--- src/rtl/ugemm_ctrl_pkg.sv ---
// Shared definitions for the array sequencing controller: FSM states and default sizing.
package ugemm_ctrl_pkg;
  localparam int MAC_CYC_DEF = 16;
  localparam int KW_DEF      = 8;

  typedef enum logic [2:0] {
    S_IDLE,
    S_WLOAD,
    S_COMPUTE,
    S_DRAIN,
    S_DONE,
    S_FLUSH
  } state_t;
endpackage

--- src/rtl/skew_line.sv ---
// Shift register exposing every stage; tap i is the input delayed i+1 cycles.
module skew_line #(
  parameter int DEPTH = 1,
  parameter int W     = 1
) (
  input  logic                    clk,
  input  logic                    rst,
  input  logic                    flush,
  input  logic [W-1:0]            d,
  output logic [DEPTH-1:0][W-1:0] taps
);
  always_ff @(posedge clk) begin
    if (rst || flush) begin
      taps <= '0;
    end else begin
      taps[0] <= d;
      for (int i = 1; i < DEPTH; i++) taps[i] <= taps[i-1];
    end
  end
endmodule

--- src/rtl/array_seq_ctrl.sv ---
// Job sequencer for a HEIGHT x WIDTH rate-coded MAC array: weight load, skewed compute, skewed drain.
// Optional cycle counter output cyc_cnt when ARRAY_SEQ_CTRL_PERF_EN is defined.
module array_seq_ctrl
  import ugemm_ctrl_pkg::*;
#(
  parameter int HEIGHT  = 4,
  parameter int WIDTH   = 4,
  parameter int MAC_CYC = MAC_CYC_DEF,
  parameter int KW      = KW_DEF
) (
  input  logic              clk,
  input  logic              rst,
  input  logic              start,
  input  logic              abort,
  input  logic [KW-1:0]     k_len,
  output logic              busy,
  output logic              done,
  output logic [HEIGHT-1:0] en_i,
  output logic [HEIGHT-1:0] clr_i,
  output logic [HEIGHT-1:0] mac_done,
  output logic [WIDTH-1:0]  en_w,
  output logic [WIDTH-1:0]  clr_w,
  output logic [WIDTH-1:0]  en_o,
  output logic [WIDTH-1:0]  clr_o,
  output logic [HEIGHT-1:0] ibuf_rd,
  output logic              wbuf_rd,
`ifdef ARRAY_SEQ_CTRL_PERF_EN
  output logic [31:0]       cyc_cnt,
`endif
  output state_t            state
);
  localparam int CW = (MAC_CYC > 1) ? $clog2(MAC_CYC) : 1;
  localparam int SW = $clog2(HEIGHT + WIDTH + 1);

  logic [KW-1:0] k_reg;
  logic [KW-1:0] vec;
  logic [CW-1:0] cyc;
  logic [SW-1:0] step;
  logic          en_i0, clr_i0, mac0, en_o0, clr_o0, en_w_r, clr_w_r, clr_all;
  logic          flush;

  assign flush = abort && (state != S_IDLE);

  // en_i0 doubles as the sub-phase flag inside COMPUTE: high while streaming, low in the skew tail.
  always_ff @(posedge clk) begin
    if (rst) begin
      state <= S_IDLE; busy <= 1'b0; done <= 1'b0;
      k_reg <= '0; vec <= '0; cyc <= '0; step <= '0;
      en_i0 <= 1'b0; clr_i0 <= 1'b0; mac0 <= 1'b0; en_o0 <= 1'b0; clr_o0 <= 1'b0;
      en_w_r <= 1'b0; clr_w_r <= 1'b0; clr_all <= 1'b0;
    end else if (flush) begin
      state <= S_FLUSH; busy <= 1'b1; done <= 1'b0;
      vec <= '0; cyc <= '0; step <= '0;
      en_i0 <= 1'b0; clr_i0 <= 1'b0; mac0 <= 1'b0; en_o0 <= 1'b0; clr_o0 <= 1'b0;
      en_w_r <= 1'b0; clr_w_r <= 1'b0; clr_all <= 1'b1;
    end else begin
      clr_all <= 1'b0;
      case (state)
        S_IDLE: begin
          if (start && !abort) begin
            k_reg <= k_len; busy <= 1'b1;
            vec <= '0; cyc <= '0; step <= '0;
            if (k_len == '0) begin
              state <= S_DONE; done <= 1'b1;
            end else begin
              state <= S_WLOAD; clr_w_r <= 1'b1;
            end
          end
        end
        S_WLOAD: begin
          clr_w_r <= 1'b0;
          if (step == SW'(HEIGHT)) begin
            state <= S_COMPUTE; en_w_r <= 1'b0;
            en_i0 <= 1'b1; clr_i0 <= 1'b1; mac0 <= 1'b0;
            cyc <= '0; vec <= '0; step <= '0;
          end else begin
            en_w_r <= 1'b1; step <= step + 1'b1;
          end
        end
        S_COMPUTE: begin
          clr_i0 <= 1'b0;
          if (en_i0) begin
            if (cyc == CW'(MAC_CYC - 1)) begin
              cyc <= '0; mac0 <= 1'b0;
              if (vec == k_reg - KW'(1)) begin
                en_i0 <= 1'b0; vec <= '0; step <= '0;
                if (HEIGHT == 1) begin
                  state <= S_DRAIN; en_o0 <= 1'b1;
                end
              end else begin
                vec <= vec + 1'b1;
              end
            end else begin
              cyc  <= cyc + 1'b1;
              mac0 <= (cyc == CW'(MAC_CYC - 2));
            end
          end else if (step == SW'(HEIGHT - 2)) begin
            state <= S_DRAIN; en_o0 <= 1'b1; step <= '0;
          end else begin
            step <= step + 1'b1;
          end
        end
        S_DRAIN: begin
          if (step == SW'(HEIGHT + WIDTH - 1)) begin
            state <= S_DONE; done <= 1'b1;
            en_o0 <= 1'b0; clr_o0 <= 1'b0; step <= '0;
          end else begin
            step   <= step + 1'b1;
            en_o0  <= (step + SW'(1)) <  SW'(HEIGHT);
            clr_o0 <= (step + SW'(1)) == SW'(HEIGHT);
          end
        end
        S_DONE: begin
          state <= S_IDLE; done <= 1'b0; busy <= 1'b0;
        end
        S_FLUSH: begin
          state <= S_IDLE; busy <= 1'b0;
        end
        default: begin
          state <= S_IDLE; busy <= 1'b0; done <= 1'b0;
        end
      endcase
    end
  end

  // Row h and column w replay the edge-0 sequence delayed h (resp. w) cycles.
  logic [HEIGHT-1:0][2:0] row_bus;
  logic [WIDTH-1:0][1:0]  col_bus;
  assign row_bus[0] = {mac0, clr_i0, en_i0};
  assign col_bus[0] = {clr_o0, en_o0};

  if (HEIGHT > 1) begin : g_row_skew
    skew_line #(.DEPTH(HEIGHT - 1), .W(3)) u_row (
      .clk(clk), .rst(rst), .flush(flush), .d(row_bus[0]), .taps(row_bus[HEIGHT-1:1])
    );
  end
  if (WIDTH > 1) begin : g_col_skew
    skew_line #(.DEPTH(WIDTH - 1), .W(2)) u_col (
      .clk(clk), .rst(rst), .flush(flush), .d(col_bus[0]), .taps(col_bus[WIDTH-1:1])
    );
  end

  always_comb begin
    for (int h = 0; h < HEIGHT; h++) begin
      en_i[h]     = row_bus[h][0];
      clr_i[h]    = row_bus[h][1] | clr_all;
      mac_done[h] = row_bus[h][2];
    end
    for (int w = 0; w < WIDTH; w++) begin
      en_o[w]  = col_bus[w][0];
      clr_o[w] = col_bus[w][1] | clr_all;
    end
  end

  assign en_w    = {WIDTH{en_w_r}};
  assign clr_w   = {WIDTH{clr_w_r | clr_all}};
  assign ibuf_rd = en_i;
  assign wbuf_rd = en_w_r;

`ifdef ARRAY_SEQ_CTRL_PERF_EN
  always_ff @(posedge clk) begin
    if (rst) begin
      cyc_cnt <= '0;
    end else if (state == S_IDLE && start && !abort) begin
      cyc_cnt <= '0;
    end else if (busy && cyc_cnt != '1) begin
      cyc_cnt <= cyc_cnt + 32'd1;
    end
  end
`endif
endmodule

--- config.mk ---
export PLATFORM = sky130hd
export DESIGN_NAME = array_seq_ctrl
export DESIGN_NICKNAME = d
export VERILOG_FILES = /design/src/rtl/ugemm_ctrl_pkg.sv /design/src/rtl/skew_line.sv /design/src/rtl/array_seq_ctrl.sv
export SDC_FILE = /design/constraint.sdc
export NUM_CORES = 1
export LEC_CHECK = 0
export CORE_MARGIN = 10
export CORE_UTILIZATION = 30
export CTS_BUF_LIST = sky130_fd_sc_hd__clkbuf_16
export DETAILED_ROUTE_END_ITERATION = 6
export HOLD_SLACK_MARGIN = 0.1
export SETUP_SLACK_MARGIN = 0.3
export SYNTH_ARGS = -nofsm -noshare
export SYNTH_HDL_FRONTEND = slang
export SYNTH_HIERARCHICAL = 1
export SYNTH_SLANG_ARGS = --single-unit
--- constraint.sdc ---
create_clock -name clk -period 1.95 [get_ports clk]
set_input_delay 0.39 -clock clk [delete_from_list [all_inputs] [get_ports clk]]
set_output_delay 0.39 -clock clk [all_outputs]
set_load 0.01 [all_outputs]
==> results.tsv <==
metric	value	unit
run status	finished, violations left	
violated checks	setup timing	
final core utilization	0.479	
Power per Cell Area	1160	nW/um^2
Worst-Margin Slew	0.448	ns
share of power burned in the clock network	0.177	
most used cell, CP	nand2b_4	
RSZ-0062 raised after global routing	yes	
CP Cell Sequence	or4_4 -> nand2b_4 -> a2111oi_4 -> a41oi_2 -> nand2b_4 -> mux2_4	
first-pass GRT wire length	11700	um
CP Launch Type	register	
Critical Path RT	2.13	ns
initial antenna violation count	0	
DR DRC count	0	
worst hold slack	0.461	ns
CTS Sinks	52	
Sw Share	0.366	
Leak	0.00180	uW
GP Congestion	0.854	
total global routing track utilization	0.105	
layout cells sized above 1	0.410	
Logic pwr share	0.549	
register clock-pin slew on the reported worst setup and hold paths	0.07	ns
number of synthesized flops with an enable pin	0	
Starting DRT DRC Count	120	
Hold Path Sink	en_o0$_SDFFE_PP0P_	
port bufs	49	
total gr overflow	0	
Max Cap Viol	0	
Worst IR Drop VDD	638	uV
Via density	4.91	
post-synth top area share	0.376	
Hold Path Depth	2	
largest area contributor in the netlist	dfxtp_1	
WL per Instance	14.2	um
Syn Area/Cell	8.92	sq um
worst-case clock skew	0.00553	ns
CP Capture Type	register	
syn_nets	330	
diode count	0	
Via Count	2541	
Max Clk Rate	0.475	GHz
sw power	1790	uW
worst r2r path cells	6	
top cells by area, synth	dfxtp_1, buf_4, nor3b_2	
Final setup viols	13	
row cnt	34	
Root Buffer	clkbuf_16	
yosys warns	6	
hold buffers post-CTS	0	
Syn Inst Count	310	
WP data arrival	2.28	ns
Slew Limit Headroom	0.701	
Finished Cell Area	4230	sq um
cell family with most CP delay	simple AND/OR/NAND/NOR gates	
RR Endpoint	step[0]$_SDFFE_PP0P_	
final worst setup slack	-0.154	ns
CTS Buf Count	5	
clk_lat worst skew	0.28	ns
Max Buffers Root-to-Sink	2	
area of placed instances	3700	sq um
final critical-path required period	2.10	ns
kind of critical path	register to register	
fin cells	518	
Starting Density	0.313	
Final period util	1.08	
die area	13500	sq um
NumNets Final	429	
DPL Wire Length	5440	um
Synth cell types	54	
Routed Antenna Nets	0	
CTS tree	yes	
critical path's largest stage delay	0.53	ns
H-tree depth	2	
height of the die	116	um
main flop type after synthesis	dfxtp_1	
final hold vios	0	
Async SR Flop Fraction	0	
CP Max Fanout	3	
post-synthesis sequential area ratio	0.376	
Hold Crit Start	en_o0$_SDFFE_PP0P_	
CP max stage cell	or4_4	
vias in the first global route	2391	
Yosys reg bits	52	
Buf/Inv on CP	0	
Slew Viols, Final	0	
IO Pins	50	
internal reg-to-reg setup slack	-0.15	ns
placed cells	498	
DIE WIDTH	116	um
Largest register FFs	9	
final WL	7350	um
sequential cell fraction of total power	0.274	
internal cell power	3100	uW
worst min path class	register to register	
Post-Syn Area	2770	sq um
largest net degree at the start of global routing	17	
core area	8850	sq um
area growth from synthesis to layout	53.1	%
r2r startpoint	k_reg[2]$_SDFFE_PP0P_	
drt pass-1 iters	4	
cell usage in the layout, fill, tap and decap left out, types with 6 or more instances in the layout:
cell type	n
buf_6	11
dfxtp_2	9
nor3_1	11
dfxtp_1	39
dlymetal6s2s_1	6
xor2_1	11
nand2_1	15
nand3_1	8
nand2b_4	6
o21ai_0	12
buf_4	56
nor2_1	20
or2_2	9
nor3b_2	9
inv_1	9
clkdlybuf4s50_1	20
nor3b_1	8
mux2i_1	6
a21oi_1	14
dlygate4sd2_1	15
timing repair:
item	in CTS	in global routing
buffers inserted	2	10
setup endpoints to repair	45	35
resized for setup	63	66
pin swaps	10	25
synth_stat cells (all sizes together), types with 5 or more instances:
library cell / instances
a21oi: 18
buf: 19
clkbuf: 7
dfxtp: 52
ha: 8
inv: 11
mux2i: 6
nand2: 16
nand2b: 6
nand3: 8
nand4: 5
nor2: 27
nor3: 18
nor3b: 18
o21ai: 13
or2: 10
xnor2: 7
xor2: 11
per-layer routing:
layer	global-route usage	wire length [um]	up-vias	part of all wire
li1	-	-	1285	-
met1	0.137	3490	1199	0.47
met2	0.173	3460	55	0.47
met3	0.0264	361	2	0.049
met4	0.0175	34	0	0.0046
met5	0	0	-	0
cell families (layout without fill, tap and decap cells):
logic type,Yosys count,after routing,synth area share
compound gates,54,54,0.132
xor+xnor,18,18,0.0570
fa+ha+maj,8,8,0.0362
buf+inv,37,137,0.0769
flops,52,52,0.376
mux,7,7,0.0271
simple gates,134,134,0.295
power groups by stage:
stage | clock (uW) | sequential, uW | combinational [uW]
5_1_grt | 936 | 1360 | 2910
3_3_place_gp | 0 | 1330 | 2170
4_1_cts | 889 | 1320 | 2270
2_1_floorplan | 0 | 1370 | 1270
6_report | 865 | 1340 | 2690
3_5_place_dp | 0 | 1330 | 2180
cell type report:
cell class	instances	area [sq um]
fill	828	4610
tap	108	135
clock inverter	3	20.0
multi-input combinational	221	1780
timing repair buffer	118	1060
clock buffer	5	125
sequential	52	1070
inverter	11	43.8
how the worst max path moves through the flow:
stage | startpoint | to | slack [ns] | depth (start not counted)
6_report | k_reg[2]$_SDFFE_PP0P_ | step[0]$_SDFFE_PP0P_ | -0.15 | 6
4_1_cts | k_reg[2]$_SDFFE_PP0P_ | step[0]$_SDFFE_PP0P_ | -0.15 | 6
3_5_place_dp | abort | vec[4]$_SDFFE_PP0P_ | -0.21 | 7
2_1_floorplan | k_reg[2]$_SDFFE_PP0P_ | step[0]$_SDFFE_PP0P_ | -0.05 | 6
3_3_place_gp | abort | vec[4]$_SDFFE_PP0P_ | -0.17 | 7
5_1_grt | k_reg[2]$_SDFFE_PP0P_ | vec[4]$_SDFFE_PP0P_ | -0.23 | 6
worst register-to-register path, stage by stage, from the launching register on:
cell and delay [ns]:
dfxtp_2 0.32, or4_4 0.53, nand2b_4 0.17, a2111oi_4 0.34, a41oi_2 0.21, nand2b_4 0.19
mux2_4 0.25
stage by stage:
| step | worst slack (ns) | setup TNS (ns) | power (uW) |
|---|---|---|---|
| after floorplan | -0.0492 | -0.0601 | 2640 |
| after global placement | -0.174 | -2.08 | 3490 |
| after detailed placement | -0.206 | -2.60 | 3510 |
| after CTS | -0.147 | -1.29 | 4480 |
| after global routing | -0.233 | -2.58 | 5210 |
| final | -0.154 | -1.61 | 4890 |
Power figures use the tool's default switching activity.
